[src/rtl/adder_share_arbiter.sv]
// adder_share_arbiter: round-robin sharing of one carry-lookahead adder among
// R add/subtract requesters, with a single registered valid/ready result stage.
// Optional build macro ADD_SHARE_SAT_EN clamps overflowed results to the
// signed extreme instead of wrapping.

// Block carry-lookahead adder: block generate/propagate chain, ripple inside a block
module carryLookAhead #(
  parameter int unsigned N     = 32,
  parameter int unsigned BLOCK = 4
) (
  input  logic [N-1:0] a,
  input  logic [N-1:0] b,
  input  logic         cin,
  output logic [N-1:0] sum,
  output logic         cout
);
  localparam int unsigned NB = (N + BLOCK - 1) / BLOCK;

  logic [N-1:0]  g, p, c;
  logic [NB-1:0] bg, bp;
  logic [NB:0]   bc;
  logic          carry;

  // Block-level lookahead carries, then per-bit carries inside each block
  always_comb begin
    g     = a & b;
    p     = a ^ b;
    bg    = '0;
    bp    = '1;
    bc    = '0;
    c     = '0;
    carry = 1'b0;
    bc[0] = cin;
    for (int unsigned k = 0; k < NB; k++) begin
      for (int unsigned j = 0; j < BLOCK; j++) begin
        if (k * BLOCK + j < N) begin
          bg[k] = g[k*BLOCK+j] | (p[k*BLOCK+j] & bg[k]);
          bp[k] = bp[k] & p[k*BLOCK+j];
        end
      end
      bc[k+1] = bg[k] | (bp[k] & bc[k]);
    end
    for (int unsigned k = 0; k < NB; k++) begin
      carry = bc[k];
      for (int unsigned j = 0; j < BLOCK; j++) begin
        if (k * BLOCK + j < N) begin
          c[k*BLOCK+j] = carry;
          carry = g[k*BLOCK+j] | (p[k*BLOCK+j] & carry);
        end
      end
    end
    sum  = p ^ c;
    cout = bc[NB];
  end
endmodule

module adder_share_arbiter #(
  parameter int unsigned N     = 32,
  parameter int unsigned BLOCK = 4,
  parameter int unsigned R     = 4,
  parameter int unsigned IDW   = (R > 1) ? $clog2(R) : 1
) (
  input  logic             clk,
  input  logic             rst,
  input  logic [R-1:0]     req_valid,
  output logic [R-1:0]     req_ready,
  input  logic [R*N-1:0]   req_a,
  input  logic [R*N-1:0]   req_b,
  input  logic [R-1:0]     req_sub,
  output logic             rsp_valid,
  input  logic             rsp_ready,
  output logic [N-1:0]     rsp_sum,
  output logic             rsp_cout,
  output logic             rsp_ovf,
  output logic [IDW-1:0]   rsp_id
);
  typedef enum logic {EMPTY = 1'b0, FULL = 1'b1} state_t;

  state_t         state_q, state_d;
  logic [IDW-1:0] ptr_q, ptr_d;
  logic [IDW-1:0] grant;
  logic [IDW-1:0] ptr_after;
  logic [R-1:0]   ready_c;
  logic           found, can_accept, transfer;
  logic [N-1:0]   a_sel, b_sel, b_eff, sum_raw, sum_fin;
  logic           sub_sel, cout_raw, ovf;

  // Round-robin search from ptr; also muxes the winner's operands
  always_comb begin
    found     = 1'b0;
    grant     = '0;
    ptr_after = '0;
    a_sel     = '0;
    b_sel     = '0;
    sub_sel   = 1'b0;
    ready_c   = '0;
    for (int unsigned off = 0; off < R; off++) begin
      int unsigned idx;
      idx = (32'(ptr_q) + off) % R;
      if (!found && req_valid[idx]) begin
        found     = 1'b1;
        grant     = IDW'(idx);
        ptr_after = IDW'((idx + 1) % R);
        a_sel     = req_a[idx*N +: N];
        b_sel     = req_b[idx*N +: N];
        sub_sel   = req_sub[idx];
      end
    end
    can_accept = (state_q == EMPTY) || rsp_ready;
    if (found && can_accept && !rst) begin
      ready_c[grant] = 1'b1;
    end
    transfer = |(req_valid & ready_c);
  end

  assign req_ready = ready_c;

  // Subtract is a + ~b + 1 through the shared adder
  assign b_eff = sub_sel ? ~b_sel : b_sel;

  carryLookAhead #(.N(N), .BLOCK(BLOCK)) u_cla (
    .a    (a_sel),
    .b    (b_eff),
    .cin  (sub_sel),
    .sum  (sum_raw),
    .cout (cout_raw)
  );

  assign ovf = (a_sel[N-1] == b_eff[N-1]) && (sum_raw[N-1] != a_sel[N-1]);

`ifdef ADD_SHARE_SAT_EN
  // Clamp to the signed extreme matching the sign of the true result
  always_comb begin
    sum_fin = sum_raw;
    if (ovf) begin
      sum_fin = a_sel[N-1] ? {1'b1, {(N-1){1'b0}}} : {1'b0, {(N-1){1'b1}}};
    end
  end
`else
  assign sum_fin = sum_raw;
`endif

  // Output stage next state and pointer advance
  always_comb begin
    state_d = state_q;
    ptr_d   = ptr_q;
    if (transfer) begin
      state_d = FULL;
      ptr_d   = ptr_after;
    end else if (state_q == FULL && rsp_ready) begin
      state_d = EMPTY;
    end
  end

  // State and round-robin pointer registers
  always_ff @(posedge clk or posedge rst) begin
    if (rst) begin
      state_q <= EMPTY;
      ptr_q   <= '0;
    end else begin
      state_q <= state_d;
      ptr_q   <= ptr_d;
    end
  end

  // Result payload register; holds its value once drained
  always_ff @(posedge clk or posedge rst) begin
    if (rst) begin
      rsp_sum  <= '0;
      rsp_cout <= 1'b0;
      rsp_ovf  <= 1'b0;
      rsp_id   <= '0;
    end else if (transfer) begin
      rsp_sum  <= sum_fin;
      rsp_cout <= cout_raw;
      rsp_ovf  <= ovf;
      rsp_id   <= grant;
    end
  end

  assign rsp_valid = (state_q == FULL);
endmodule

[config.mk]
export PLATFORM = sky130hd
export DESIGN_NAME = adder_share_arbiter
export DESIGN_NICKNAME = d
export VERILOG_FILES = /design/src/rtl/adder_share_arbiter.sv
export SDC_FILE = /design/constraint.sdc
export NUM_CORES = 1
export LEC_CHECK = 0
export CORE_MARGIN = 2
export CORE_UTILIZATION = 45
export DETAILED_ROUTE_END_ITERATION = 8
export MAX_ROUTING_LAYER = met4
export PLACE_DENSITY = 0.81
export SYNTH_ARGS = -nofsm -noshare
export SYNTH_HDL_FRONTEND = slang
export SYNTH_SLANG_ARGS = --single-unit
[constraint.sdc]
create_clock -name clk -period 5.94 [get_ports clk]
set_input_delay 1.188 -clock clk [delete_from_list [all_inputs] [get_ports clk]]
set_output_delay 1.188 -clock clk [all_outputs]
set_load 0.01 [all_outputs]
* After elaboration in Yosys (flattened, before gate mapping) *
Cells that the tools add are included.
W data, S select, Z words.

storage, ports and cells
  input port bits = 267
  logic and storage cells = 231
  flip-flop bits (word level) = 39
  output and inout bits = 41

operators by class
  order comparisons = 6
  add/subtract/negate cells = 6
  bitwise gates (word level) = 142
  eq/ne operators = 2
  shift-type cells = 8
  multiplexer cells = 46
  reduce and logical (&&, ||, !) cells = 15

operators with widths
  cell                   count
  $shiftx A128 B8 Y32    8
  $mux W32               9
  $and A1 B1 Y1          80
  $xor A32 B32 Y32       2
  $or A1 B1 Y1           56
  $and A32 B32 Y32       1
  $not A32 Y32           1
  $mux W1                19
  $bmux W1 S2            8
  $mux W2                8
  $lt A2 B3 Y1 const B   5
  $add A2 B1 Y2 const B  4
  $logic_and A1 B1 Y1    8
  $add A2 B2 Y2 const B  2
  $and A4 B4 Y4          1
  $logic_not A1 Y1       4
  $mux W4                1
  $reduce_or A4 Y1       1
  $demux W1 S2           1
  $ge A2 B1 Y1 const B   1
  $reduce_bool A2 Y1     1
  $eq A1 B1 Y1           1
  $logic_or A1 B1 Y1     1
  $ne A1 B1 Y1           1
  $not A1 Y1             1

* Depth between registers and ports, before layout *
  depth in word-level cells = 43
  depth in mapped cells = 24
  depth with buffers taken out = 20

* Modules after synthesis *
Synthesis repeated with hierarchy kept, for this count alone.

unflattened totals
  cells, all modules = 1445
  area, all modules = 10097.2 um^2

modules (own cells, without submodules)
  module               cells an instance  times used  seq. area each (um^2)  area an instance (um^2)
  adder_share_arbiter  1314               1           975.9                  8738.4
  carryLookAhead       131                1           0.0                    1358.8

* Worst setup path before layout *
No wires, ideal clock.

  path kind = input-to-reg
  start point = input port req_valid[1]
  end point = register rsp_ovf
  data required time = 5.845 ns
  arrival = 6.224 ns
  path buffers = 5
  setup time = 0.095 ns
  setup slack = -0.380 ns
  stages on the path = 24
  cell sequence = buf_2 -> nand2b_1 -> mux4_2 -> buf_2 -> buf_6 -> buf_6 -> buf_6 -> o221ai_1 -> a32oi_1 -> o21ai_0 -> ha_1 -> a21o_1 -> a21o_1 -> a21o_1 -> a221o_1 -> a22o_1 -> a21oi_2 -> a21oi_2 -> a21o_1 -> fa_1 -> fa_1 -> fa_1 -> xnor2_1 -> o31ai_1

on the way
  longest elaborated chain between the ends = 43
  elaborated cells between the ends (all ways) = 135
  classes of those cells = order compare (2); eq/ne (2); mux (32); bitwise (88); reduce/logical (11)

RTL lines
  item                           RTL line  text
  start, declared                65        input logic [R-1:0] req_valid,
  $bmux W1 S2                    100       if (!found && req_valid[idx]) begin
  $mux W1 (implied by the code)  100
  $mux W1                        100
  $logic_not A1 Y1               100
  $logic_and A1 B1 Y1            100
  $mux W1                        100
  $logic_not A1 Y1               100
  $logic_and A1 B1 Y1            100
  (+27 left out)                 n/a
  $or A1 B1 Y1                   48        carry = g[k*BLOCK+j] | (p[k*BLOCK+j] & carry);
  $and A1 B1 Y1                  48
  $or A1 B1 Y1                   48
  $and A1 B1 Y1                  48
  $or A1 B1 Y1                   48
  $xor A32 B32 Y32               52        sum = p ^ c;
  $ne A1 B1 Y1                   129       assign ovf = (a_sel[N-1] == b_eff[N-1]) && (sum_raw[N-1] != a_sel[N-1]);
  $logic_and A1 B1 Y1            129
  end signal, assigned           176       rsp_ovf <= ovf;
  end, declared                  74        output logic rsp_ovf,

Several ways; a longest one is shown, not always the timed one. The select of a mux whose other input is x is not followed.
A chain may end at the register's enable or synchronous reset.

* Worst setup path after layout *
  start point = input port req_sub[3]
  end point = register rsp_ovf

on the way
  longest elaborated chain between the ends = 36
  elaborated cells between the ends (all ways) = 102
  classes of those cells = eq/ne (2); mux (13); bitwise (86); reduce/logical (1)

RTL lines
  item                                                         RTL line  text
  start, declared                                              69        input logic [R-1:0] req_sub,
  $bmux W1 S2                                                  106       sub_sel = req_sub[idx];
  $mux W1 (implied by the code)                                106
  $mux W1 (3 in series)                                        100
  $mux W1 *                                                    100
  $mux W32                                                     119       assign b_eff = sub_sel ? ~b_sel : b_sel;
  $xor A32 B32 Y32 / $and A32 B32 Y32 (equally long branches)  27, 26
  $and A1 B1 Y1                                                37        bg[k] = g[k*BLOCK+j] | (p[k*BLOCK+j] & bg[k]);
  $or A1 B1 Y1                                                 37
  (+18 left out)                                               n/a
  $or A1 B1 Y1                                                 48
  $and A1 B1 Y1                                                48
  $or A1 B1 Y1                                                 48
  $and A1 B1 Y1                                                48
  $or A1 B1 Y1                                                 48
  $xor A32 B32 Y32                                             52
  $ne A1 B1 Y1                                                 129
  $logic_and A1 B1 Y1 *                                        129

Every way passes the cells marked *; elsewhere a longest branch is shown, timed or not. The select of a mux whose other input is x is not followed.

==> flow_summary.rst <==
.. list-table::
   :header-rows: 1

   * - Metric
     - Value
   * - Pre-CTS setup slack
     - -877 ps
   * - Share of layout cells above drive strength 1
     - 0.209
   * - Required time reported for the critical path endpoint
     - 6120 ps
   * - HPWL reported at the end of detailed placement
     - 28.9 mm
   * - Insertion delay of the later-clocked pin in the worst-skew pair
     - 280 ps
   * - Total Die Area
     - 23400 µm²
   * - Initial Utilization
     - 0.457
   * - Uppermost layer routed
     - met4
   * - Horiz. Die Dim
     - 153 µm
   * - Cell mode on critical path
     - sky130_fd_sc_hd__fa_2
   * - CTS H-tree depth
     - 2
   * - Routability congestion estimate
     - 0.947
   * - Total number of placement rows
     - 54
   * - Leading cell types in the layout, fill and taps excluded
     - sky130_fd_sc_hd__clkdlybuf4s50_1, sky130_fd_sc_hd__nand2_1, sky130_fd_sc_hd__mux2i_1
   * - Number of iterations in the first detailed-routing pass
     - 6
   * - Max capacitance violation total
     - 0
   * - Top cell family by delay on the critical path
     - compound AO/OA/AOI/OAI gates
   * - Biggest cell delay along the critical path
     - 450 ps
   * - Min setup slack post-route
     - -213 ps
   * - Final routed wire length divided by cell count
     - 19.8 µm
   * - Area of the core region
     - 21800 µm²
   * - Cts bufs inserted
     - 5
   * - Post-Syn Area per Cell
     - 7.88 µm²
   * - Post-synth EDFFs
     - 0
   * - Clock edge transition at the registers on the reported setup and hold paths
     - 60 ps
   * - Global route overflow
     - 0
   * - Number of clock sinks
     - 39
   * - Mean number of vias per cell
     - 6.25
   * - Library cell contributing the largest single delay on the critical path
     - sky130_fd_sc_hd__clkdlybuf4s50_1
   * - Sequential share of the synthesized area
     - 0.0978
   * - DR vias
     - 11867
   * - Max Root-Sink Buffers
     - 2
   * - Synth-to-Final Area Change
     - 49.0%
   * - Synthesized flop and latch total
     - 39
   * - Max_slew headroom
     - 0.443
   * - Fraction of the cycle the final worst path needs
     - 1.04
   * - Initial antenna violation count
     - 2
   * - Initial DRC count
     - 916
   * - R2R depth
     - 21
   * - Number of buffer cells added on primary ports
     - 307
   * - Crit. path cell count
     - 22
   * - Slack of the worst reg-to-reg path
     - 130 ps
   * - Transition time at the pin with the least slew margin
     - 826 ps
   * - Maximum clock frequency
     - 163 MHz
   * - Total of warnings raised by yosys
     - 0
   * - RSZ-0062 raised after global routing
     - true
   * - Summed instance area of the synthesized netlist
     - 9980 µm²
   * - Highest net fanout along the worst path
     - 10
   * - Asr flop ratio synth
     - 1.00
   * - Number of design rule violations left after detail routing
     - 0
   * - Utilization after layout
     - 0.681
   * - Cell Count Post-Placement
     - 1864
   * - Signal arrival time at the worst endpoint
     - 6330 ps
   * - Top_reg_cell synth
     - sky130_fd_sc_hd__dfrtp_1
   * - Outcome
     - finished, violations left
   * - IO Pins
     - 308
   * - Chain of cells forming the critical path
     - clkdlybuf4s50_1 -> mux2_2 -> nor2_1 -> a211oi_2 -> a311o_1 -> nor2_4 -> buf_12 -> buf_8 -> xor2_1 -> ha_1 -> and3_1 -> a221oi_1 -> o21ai_1 -> a22o_1 -> a21oi_4 -> a21oi_2 -> a21o_1 -> fa_2 -> fa_2 -> fa_2 -> xnor2_1 -> o31ai_1
   * - All-Layer GR Usage
     - 0.307
   * - Shortest period the worst path allows
     - 6150 ps
   * - ANT nets after route
     - 0
   * - Worst setup EP type
     - register
   * - Post-Synthesis Net Count
     - 1588
   * - Number of library cell types mapped by synthesis
     - 60
   * - Nets@finish
     - 1939
   * - Clock Skews
     - 5.73 ps
   * - Clock Root Buffer
     - sky130_fd_sc_hd__clkbuf_16
   * - CTS tree
     - yes
   * - Largest net degree at the start of global routing
     - 184
   * - Violations in the final reports
     - negative setup slack
   * - Met3 wire length
     - 2.76 mm
   * - Y dimension of the die
     - 153 µm
   * - Routed wire length on met2
     - 18.2 mm
   * - Final wirelength
     - 37.6 mm
   * - Final cell count without fillers
     - 1900
   * - Number of global-route vias before repair
     - 11266
   * - Buffers & Inverters on Critical Path
     - 3
   * - Final count of hold timing violations
     - 0
   * - Wire length of the first global-routing pass
     - 57.9 mm
   * - Startpoint Class
     - input port
   * - Max-slew violations
     - 0
   * - Hold WC Path Type
     - reg2reg
   * - Final setup viols
     - 6
   * - Most common library cell in the layout ignoring fill and taps
     - sky130_fd_sc_hd__clkdlybuf4s50_1
   * - Kind of critical path
     - in2reg
   * - Syn Inst Count
     - 1266
   * - Met1 layer wirelength in the final routing
     - 15.5 mm
   * - Hold Path Stages
     - 2
logic make-up (layout without fill, tap and decap cells):
family                   count (synthesis)  count (layout)  synth area share
AND/OR/NAND/NOR                        362             362             0.156
AO/OA/AOI/OAI                          361             361             0.276
multiplexers                           264             264             0.278
buffers and inverters                  142             494            0.0683
adder cells (fa/ha/maj)                 55              55            0.0863
XOR/XNOR                                43              43            0.0377
flip-flops                              39              39            0.0978
other                                    0               2                 0
layer usage:
layer	vias up	global-route usage
met3	86	0.0318
met1	5623	0.392
met5	-	-
li1	5537	-
met4	0	0.0904
met2	621	0.515
Yosys cell counts (all sizes together) (32+ instances only):
cell type,count,area (µm²)
or2,32,200
a32o,34,340
o21ai,80,408
ha,32,400
mux2,35,394
xor2,33,289
o221ai,121,1060
mux2i,222,2220
clkbuf,57,214
dfrtp,39,976
buf,75,430
nand2,274,1030
flip-flops by register name (all words and copies together), names as in the netlist:
name,cells
ptr_q,2
rsp_valid,1
rsp_ovf,1
rsp_id,2
rsp_cout,1
rsp_sum,32
per-stage QoR:
step | TNS [ps] | hold WS (ps) | cell area [µm²]
2_1_floorplan | -30.5 | 514 | 10000
3_3_place_gp | -8700 | 459 | 14000
3_5_place_dp | -11260 | 462 | 14000
4_1_cts | -428 | 476 | 14700
5_1_grt | -1960 | 497 | 14900
6_report | -787 | 472 | 14900
layout make-up:
type	instances	area, µm²
repair buffers	476	4580
multi-input cells	1085	8770
clock buffers	7	133
inverters	10	40.0
flip-flops and latches	39	983
fillers	1743	6960
clock inverters	1	5.00
well taps	280	350
diodes	2	5.00
path summary, 6_finish.rpt:
path	start	to
worst max-delay path	req_sub[3]	rsp_ovf$_DFFE_PP0P_
worst min-delay path	rsp_sum[16]$_DFFE_PP0P_	rsp_sum[16]$_DFFE_PP0P_
worst max register to register	ptr_q[1]$_DFFE_PP0P_	rsp_ovf$_DFFE_PP0P_
worst min register to register	rsp_sum[16]$_DFFE_PP0P_	rsp_sum[16]$_DFFE_PP0P_
max in group asynchronous	rst	rsp_sum[20]$_DFFE_PP0P_
min in group asynchronous	rst	ptr_q[1]$_DFFE_PP0P_
worst register-to-register path: cells and delay by family, from the launching register on:
family	cells	cell delay [ps]
AOI/OAI and AO/OA	12	2390
xor gates and xnor gates	2	350
adders and majority gates	4	1360
buffers and inverters	2	680
DFF	1	640
muxes	1	300
repair_timing:
| action | in CTS | in global routing |
|---|---|---|
| gates resized for setup | 93 | 21 |
| setup endpoints to repair | 18 | 12 |
| gates cloned | 1 | 0 |
| pin swaps | 66 | 34 |
| hold buffers | 0 | 0 |
| setup buffers | 21 | 4 |
Power is left out: the tool's default activity adds up to more than one toggle a clock period on the data nets, which glitch-free logic cannot reach.
